File: src/rtl/hex_display_arbiter_if.sv
// rtl/hex_display_arbiter_if.sv - request, grant and segment bundle between the two display sources and the arbiter
// master drives the requests and segment data; slave is the arbiter side.
interface hex_display_arbiter_if;
  logic        tick;
  logic        hold;
  logic        name_req;
  logic [41:0] name_leds;
  logic        gen_req;
  logic [41:0] gen_leds;
  logic        name_gnt;
  logic        gen_gnt;
  logic [6:0]  leds5;
  logic [6:0]  leds4;
  logic [6:0]  leds3;
  logic [6:0]  leds2;
  logic [6:0]  leds1;
  logic [6:0]  leds0;

  modport master (
    output tick, hold, name_req, name_leds, gen_req, gen_leds,
    input  name_gnt, gen_gnt, leds5, leds4, leds3, leds2, leds1, leds0
  );

  modport slave (
    input  tick, hold, name_req, name_leds, gen_req, gen_leds,
    output name_gnt, gen_gnt, leds5, leds4, leds3, leds2, leds1, leds0
  );
endinterface

File: src/rtl/hex_display_arbiter.sv
// rtl/hex_display_arbiter.sv - time-shares six HEX displays between a pattern-name and a generation-counter source
// Define HEX_SCROLL_EN to rotate the name digits one position per effective tick while name owns the displays.
module hex_display_arbiter #(
  parameter int DWELL = 8
) (
  input  logic                  clk,
  input  logic                  reset_n,
  hex_display_arbiter_if.slave  bus
);

  typedef enum logic [1:0] {S_IDLE, S_NAME, S_GEN, S_GAP} state_t;

  localparam logic [3:0]  LP_LAST  = 4'(DWELL - 1);
  localparam logic [41:0] LP_BLANK = '1;

  state_t      r_state;
  logic [3:0]  r_dwell;
  logic        r_prev_name;
  logic        r_name_gnt;
  logic        r_gen_gnt;
  logic [41:0] r_leds;

  state_t      w_next;
  logic        w_eff;
  logic        w_expire;
  logic [41:0] w_name_view;

  assign w_eff    = bus.tick & ~bus.hold;
  assign w_expire = w_eff && (r_dwell == LP_LAST);

`ifdef HEX_SCROLL_EN
  logic [2:0] r_ofs;

  // Rotating left by 7*k moves digit 5-k onto HEX5.
  always_comb begin
    w_name_view = bus.name_leds;
    case (r_ofs)
      3'd1:    w_name_view = {bus.name_leds[34:0], bus.name_leds[41:35]};
      3'd2:    w_name_view = {bus.name_leds[27:0], bus.name_leds[41:28]};
      3'd3:    w_name_view = {bus.name_leds[20:0], bus.name_leds[41:21]};
      3'd4:    w_name_view = {bus.name_leds[13:0], bus.name_leds[41:14]};
      3'd5:    w_name_view = {bus.name_leds[6:0],  bus.name_leds[41:7]};
      default: w_name_view = bus.name_leds;
    endcase
  end

  always_ff @(posedge clk or negedge reset_n) begin
    if (!reset_n) begin
      r_ofs <= '0;
    end else if (r_state != S_NAME && w_next == S_NAME) begin
      r_ofs <= '0;
    end else if (r_state == S_NAME && w_eff) begin
      r_ofs <= (r_ofs == 3'd5) ? 3'd0 : r_ofs + 3'd1;
    end
  end
`else
  assign w_name_view = bus.name_leds;
`endif

  // A dropped owner request and a dwell expiry both land in GAP, so the drop needs no special case.
  always_comb begin
    w_next = r_state;
    case (r_state)
      S_IDLE: begin
        if (bus.name_req)     w_next = S_NAME;
        else if (bus.gen_req) w_next = S_GEN;
      end
      S_NAME: begin
        if (!bus.name_req || (w_expire && bus.gen_req)) w_next = S_GAP;
      end
      S_GEN: begin
        if (!bus.gen_req || (w_expire && bus.name_req)) w_next = S_GAP;
      end
      S_GAP: begin
        if (r_prev_name) begin
          if (bus.gen_req)       w_next = S_GEN;
          else if (bus.name_req) w_next = S_NAME;
          else                   w_next = S_IDLE;
        end else begin
          if (bus.name_req)      w_next = S_NAME;
          else if (bus.gen_req)  w_next = S_GEN;
          else                   w_next = S_IDLE;
        end
      end
      default: w_next = S_IDLE;
    endcase
  end

  always_ff @(posedge clk or negedge reset_n) begin
    if (!reset_n) begin
      r_state     <= S_IDLE;
      r_dwell     <= '0;
      r_prev_name <= 1'b0;
      r_name_gnt  <= 1'b0;
      r_gen_gnt   <= 1'b0;
      r_leds      <= LP_BLANK;
    end else begin
      r_state    <= w_next;
      r_name_gnt <= (w_next == S_NAME);
      r_gen_gnt  <= (w_next == S_GEN);

      if (r_state != S_GAP && w_next == S_GAP)
        r_prev_name <= (r_state == S_NAME);

      if (w_next != r_state)
        r_dwell <= '0;
      else if (w_eff && r_dwell != LP_LAST && (r_state == S_NAME || r_state == S_GEN))
        r_dwell <= r_dwell + 4'd1;

      case (r_state)
        S_NAME:  r_leds <= w_name_view;
        S_GEN:   r_leds <= bus.gen_leds;
        default: r_leds <= LP_BLANK;
      endcase
    end
  end

  assign bus.name_gnt = r_name_gnt;
  assign bus.gen_gnt  = r_gen_gnt;
  assign bus.leds5    = r_leds[41:35];
  assign bus.leds4    = r_leds[34:28];
  assign bus.leds3    = r_leds[27:21];
  assign bus.leds2    = r_leds[20:14];
  assign bus.leds1    = r_leds[13:7];
  assign bus.leds0    = r_leds[6:0];

endmodule

File: src/flat_wrapper.sv
// flat-port wrapper written by rule: the top's interface ports become plain ports
module hex_display_arbiter_flat 
#(
  parameter int DWELL = 8
)
  (clk, reset_n, bus_tick, bus_hold, bus_name_req, bus_name_leds, bus_gen_req, bus_gen_leds, bus_name_gnt, bus_gen_gnt, bus_leds5, bus_leds4, bus_leds3, bus_leds2, bus_leds1, bus_leds0);
  hex_display_arbiter_if bus_i ();
  input  logic clk;
  input  logic reset_n;
  input wire logic [$bits(bus_i.tick)-1:0] bus_tick;
  input wire logic [$bits(bus_i.hold)-1:0] bus_hold;
  input wire logic [$bits(bus_i.name_req)-1:0] bus_name_req;
  input wire logic [$bits(bus_i.name_leds)-1:0] bus_name_leds;
  input wire logic [$bits(bus_i.gen_req)-1:0] bus_gen_req;
  input wire logic [$bits(bus_i.gen_leds)-1:0] bus_gen_leds;
  output wire logic [$bits(bus_i.name_gnt)-1:0] bus_name_gnt;
  output wire logic [$bits(bus_i.gen_gnt)-1:0] bus_gen_gnt;
  output wire logic [$bits(bus_i.leds5)-1:0] bus_leds5;
  output wire logic [$bits(bus_i.leds4)-1:0] bus_leds4;
  output wire logic [$bits(bus_i.leds3)-1:0] bus_leds3;
  output wire logic [$bits(bus_i.leds2)-1:0] bus_leds2;
  output wire logic [$bits(bus_i.leds1)-1:0] bus_leds1;
  output wire logic [$bits(bus_i.leds0)-1:0] bus_leds0;
  assign bus_i.tick = bus_tick;
  assign bus_i.hold = bus_hold;
  assign bus_i.name_req = bus_name_req;
  assign bus_i.name_leds = bus_name_leds;
  assign bus_i.gen_req = bus_gen_req;
  assign bus_i.gen_leds = bus_gen_leds;
  assign bus_name_gnt = bus_i.name_gnt;
  assign bus_gen_gnt = bus_i.gen_gnt;
  assign bus_leds5 = bus_i.leds5;
  assign bus_leds4 = bus_i.leds4;
  assign bus_leds3 = bus_i.leds3;
  assign bus_leds2 = bus_i.leds2;
  assign bus_leds1 = bus_i.leds1;
  assign bus_leds0 = bus_i.leds0;
  hex_display_arbiter #(.DWELL(DWELL)) u_core (.clk(clk), .reset_n(reset_n), .bus(bus_i));
endmodule
File: config.mk
export PLATFORM = sky130hd
export DESIGN_NAME = hex_display_arbiter_flat
export DESIGN_NICKNAME = d
export VERILOG_FILES = /design/src/rtl/hex_display_arbiter_if.sv /design/src/rtl/hex_display_arbiter.sv /design/src/flat_wrapper.sv
export SDC_FILE = /design/constraint.sdc
export NUM_CORES = 1
export LEC_CHECK = 0
export BUFFER_PORTS_ARGS = -buffer_cell sky130_fd_sc_hd__buf_2
export CAP_MARGIN = 30
export CORE_ASPECT_RATIO = 0.8
export CORE_MARGIN = 3
export CORE_UTILIZATION = 39
export CTS_CLUSTER_DIAMETER = 120
export DETAILED_ROUTE_END_ITERATION = 7
export PLACE_DENSITY = 0.75
export SLEW_MARGIN = 30
export SYNTH_ARGS = -nofsm -noshare
export SYNTH_HDL_FRONTEND = slang
export SYNTH_SLANG_ARGS = --single-unit
File: constraint.sdc
create_clock -name clk -period 2.2 [get_ports clk]
set_clock_uncertainty 0.15 [all_clocks]
set_input_delay 0.22 -clock clk [delete_from_list [all_inputs] [get_ports clk]]
set_output_delay 0.22 -clock clk [all_outputs]
set_load 0.005 [all_outputs]
==> flow_metrics.py <==
metrics = {
    "global_routing": {
        "grt_pass1_vias": 2046,
        "track_usage_pct": 17.8,
        "antenna_found_initial": 0,
        "overflow": 0,
        "grt_pass1_wl_um": 9800,
        "grt_max_degree": 43,
    },
    "place": {
        "dpl-instance-area_mm2": 0.00309,
        "port_buffers": 133,
        "gp_congestion": 0.794,
        "dpl.hpwl_um": 4460,
        "dp_cells": 419,
        "place_ws_ns": 0.0598,
    },
    "final_layout": {
        "stdcell_count": 459,
        "diodes": 0,
        "final_cell_mix": "133 x buf_2, 47 x nand2_1, 42 x a22oi_1, 42 x dfstp_2, 32 x dlygate4sd3_1",
        "num-fill-cells": 452,
        "multi_input_area_um2": 907,
        "stdcell_area_mm2": 0.00355,
        "final_util_pct": 63.5,
        "fin_nets": 475,
        "layout-drive-gt1-share_pct": 52.8,
        "synthToLayoutAreaGrowth_pct": 53.9,
        "final_common_cell": "buf_2",
        "regArea_mm2": 0.00133,
    },
    "synth": {
        "synth_nets": 307,
        "yosys_warnings": 0,
        "ys_ff_latch": 51,
        "async_flop_share_pct": 100,
        "yosysTopAreaCell": "dfstp_2",
        "yosysTopAreaCellShare_pct": 47.9,
        "synth.avg_cell_area_um2": 10.9,
        "syn_inst": 212,
        "yosys-top-cells-area": "dfstp_2 48%, a22oi_1 14%, dfrtp_1 9.8%, nand2_1 7.7%, ha_1 2.7%",
        "synthFlopType": "dfstp_2",
        "yosysUniqueCellTypes": 39,
        "ys_seq_area_share_pct": 57.7,
        "synth_area_mm2": 0.00230,
        "synth_edf_count": 0,
    },
    "power": {
        "powerDensity_mw_per_mm2": 1360,
        "peakVddDrop_uv": 855,
        "p_leak_nw": 1.74,
        "total_power_mw": 4.82,
    },
    "sta": {
        "worst_slack_ns": 0.0731,
        "fin_tns_setup_ns": 0,
        "slew_headroom_pct": 67.4,
        "maxSlewViolCount": 0,
        "hold_slack_ns": 0.00646,
        "setup_viol": 0,
        "rsz0062_at_grt": "no",
        "hold_viol": 0,
        "tightestPinTransition_ns": 0.490,
        "fin_crit_sh_pct": 96.7,
        "finalCriticalPeriod_ns": 2.13,
        "fmax_ghz": 0.470,
    },
    "die": {
        "rows": 24,
        "die-area_mm2": 0.00687,
        "pin_count": 134,
        "coreArea_mm2": 0.00559,
        "die_x_um": 91.9,
        "start_util_pct": 41.3,
        "die_h_um": 74.8,
    },
    "cts": {
        "root_buffer": "clkbuf_8",
        "numCtsBuffers": 5,
        "cts_tree": "built",
        "cts.sinks": 51,
        "cts.path.max_buffers": 2,
        "clk_latency_ns": 0.29,
        "cts.clk_slew.worst_paths_ns": 0.09,
        "h-tree-depth": 2,
        "postCtsSetupRepairBufs": 0,
    },
    "run_status": {
        "outcome": "finished clean",
    },
    "min_path": {
        "whs_path_depth": 3,
        "hold_class": "in2reg",
        "min_from": "bus_name_leds[40]",
        "whs_endpoint": "u_core.r_leds[40]$_DFF_PN1_",
    },
    "setup_path": {
        "rr_endpoint": "u_core.r_prev_name$_DFFE_PN0P_",
        "crit_type": "reg2reg",
        "reg2reg_from": "u_core.r_state[1]$_DFF_PN0_",
        "end_kind": "register",
        "reg2regPathDepth": 6,
        "startpoint_type": "register",
        "required_ns": 2.23,
        "rrSetupSlack_ns": 0.07,
        "crit_fanout": 6,
        "cp.arrival_ns": 2.16,
    },
    "drt": {
        "drtAntennaViolNets": 0,
        "viasPerCell": 4.78,
        "dr.pass1.iters": 4,
        "drt_iter0_drc": 100,
        "wl_per_cell_um": 13.8,
        "wirelength_um": 6360,
        "vias": 2194,
        "route.detailed.drc": 0,
    },
    "flow_run": {
        "maxCapViolCount": 0,
    },
}
[per-layer routing]
layer	vias up	GRT usage, %	part of all wire, %	routed length [µm]
met5	-	0	0	0
met4	0	1.48	0	0
met3	0	4.00	6.9	440
met2	83	32.4	51	3240
met1	1028	23.0	42	2680
li1	1083	-	-	-
[worst max-delay path by stage]
| stage | startpoint | endpoint | slack (ns) | cells past startpoint |
|---|---|---|---|---|
| 5_1_grt | u_core.r_state[0]$_DFF_PN0_ | u_core.r_prev_name$_DFFE_PN0P_ | 0.03 | 6 |
| 4_1_cts | u_core.r_state[0]$_DFF_PN0_ | u_core.r_prev_name$_DFFE_PN0P_ | 0.06 | 6 |
| 2_1_floorplan | u_core.r_state[1]$_DFF_PN0_ | u_core.r_prev_name$_DFFE_PN0P_ | 0.14 | 6 |
| 3_5_place_dp | u_core.r_state[0]$_DFF_PN0_ | u_core.r_dwell[0]$_DFFE_PN0P_ | 0.06 | 6 |
| 3_3_place_gp | u_core.r_state[0]$_DFF_PN0_ | u_core.r_prev_name$_DFFE_PN0P_ | 0.10 | 6 |
| 6_report | u_core.r_state[1]$_DFF_PN0_ | u_core.r_prev_name$_DFFE_PN0P_ | 0.07 | 6 |
[cell type report]
cell class / instances / area share (%)
tap: 78 / 2.75
sequential: 51 / 37.5
inverter: 5 / 0.529
clock buffer: 5 / 1.94
timing repair buffer: 177 / 30.4
multi-input combinational: 140 / 25.6
clock inverter: 3 / 1.31
[flip-flops by register name, indices dropped and copies added (netlist names)]
register             count
u_core.bus.name_gnt      1
u_core.r_state           2
u_core.r_leds           42
u_core.bus.gen_gnt       1
u_core.r_prev_name       1
u_core.r_dwell           4
[power breakdown]
part	internal, mW	leakage [nW]	switching, mW
combinational	1.01	1.13	1.34
sequential	1.67	0.559	0.142
clock	0.343	0.0548	0.301
total	3.03	1.74	1.79
[synth_stat cells (2+ instances only)]
cell / instances
a21oi_1: 3
a22oi_1: 42
buf_1: 3
clkbuf_1: 10
dfrtp_1: 9
dfstp_2: 42
ha_1: 5
inv_1: 5
mux2i_1: 2
nand2_1: 47
nand2b_1: 2
nand3_1: 4
nor2_1: 5
nor3_1: 5
o21ai_0: 3
xor2_1: 2
[logic make-up after synthesis]
logic type / synth area share [%]
XOR/XNOR: 1.14
AND/OR/NAND/NOR: 14.0
adder cells (fa/ha/maj): 2.71
flip-flops: 57.7
multiplexers: 1.36
buffers and inverters: 3.96
AO/OA/AOI/OAI: 19.2
[worst max-delay path, stage by stage, from the launching register on]
cell      delay (ns)
dfrtp_1         0.50
inv_1           0.12
ha_1            0.22
a311o_1         0.30
o31a_1          0.32
o211ai_2        0.08
mux2_1          0.33
[what timing repair did]
action | in CTS | in global routing
hold endpoints to repair | 29 | 3
hold buffers | 29 | 3
endpoints found under the setup margin | 0 | 4
resized for setup | 0 | 3
(Power assumes the default switching activity.)
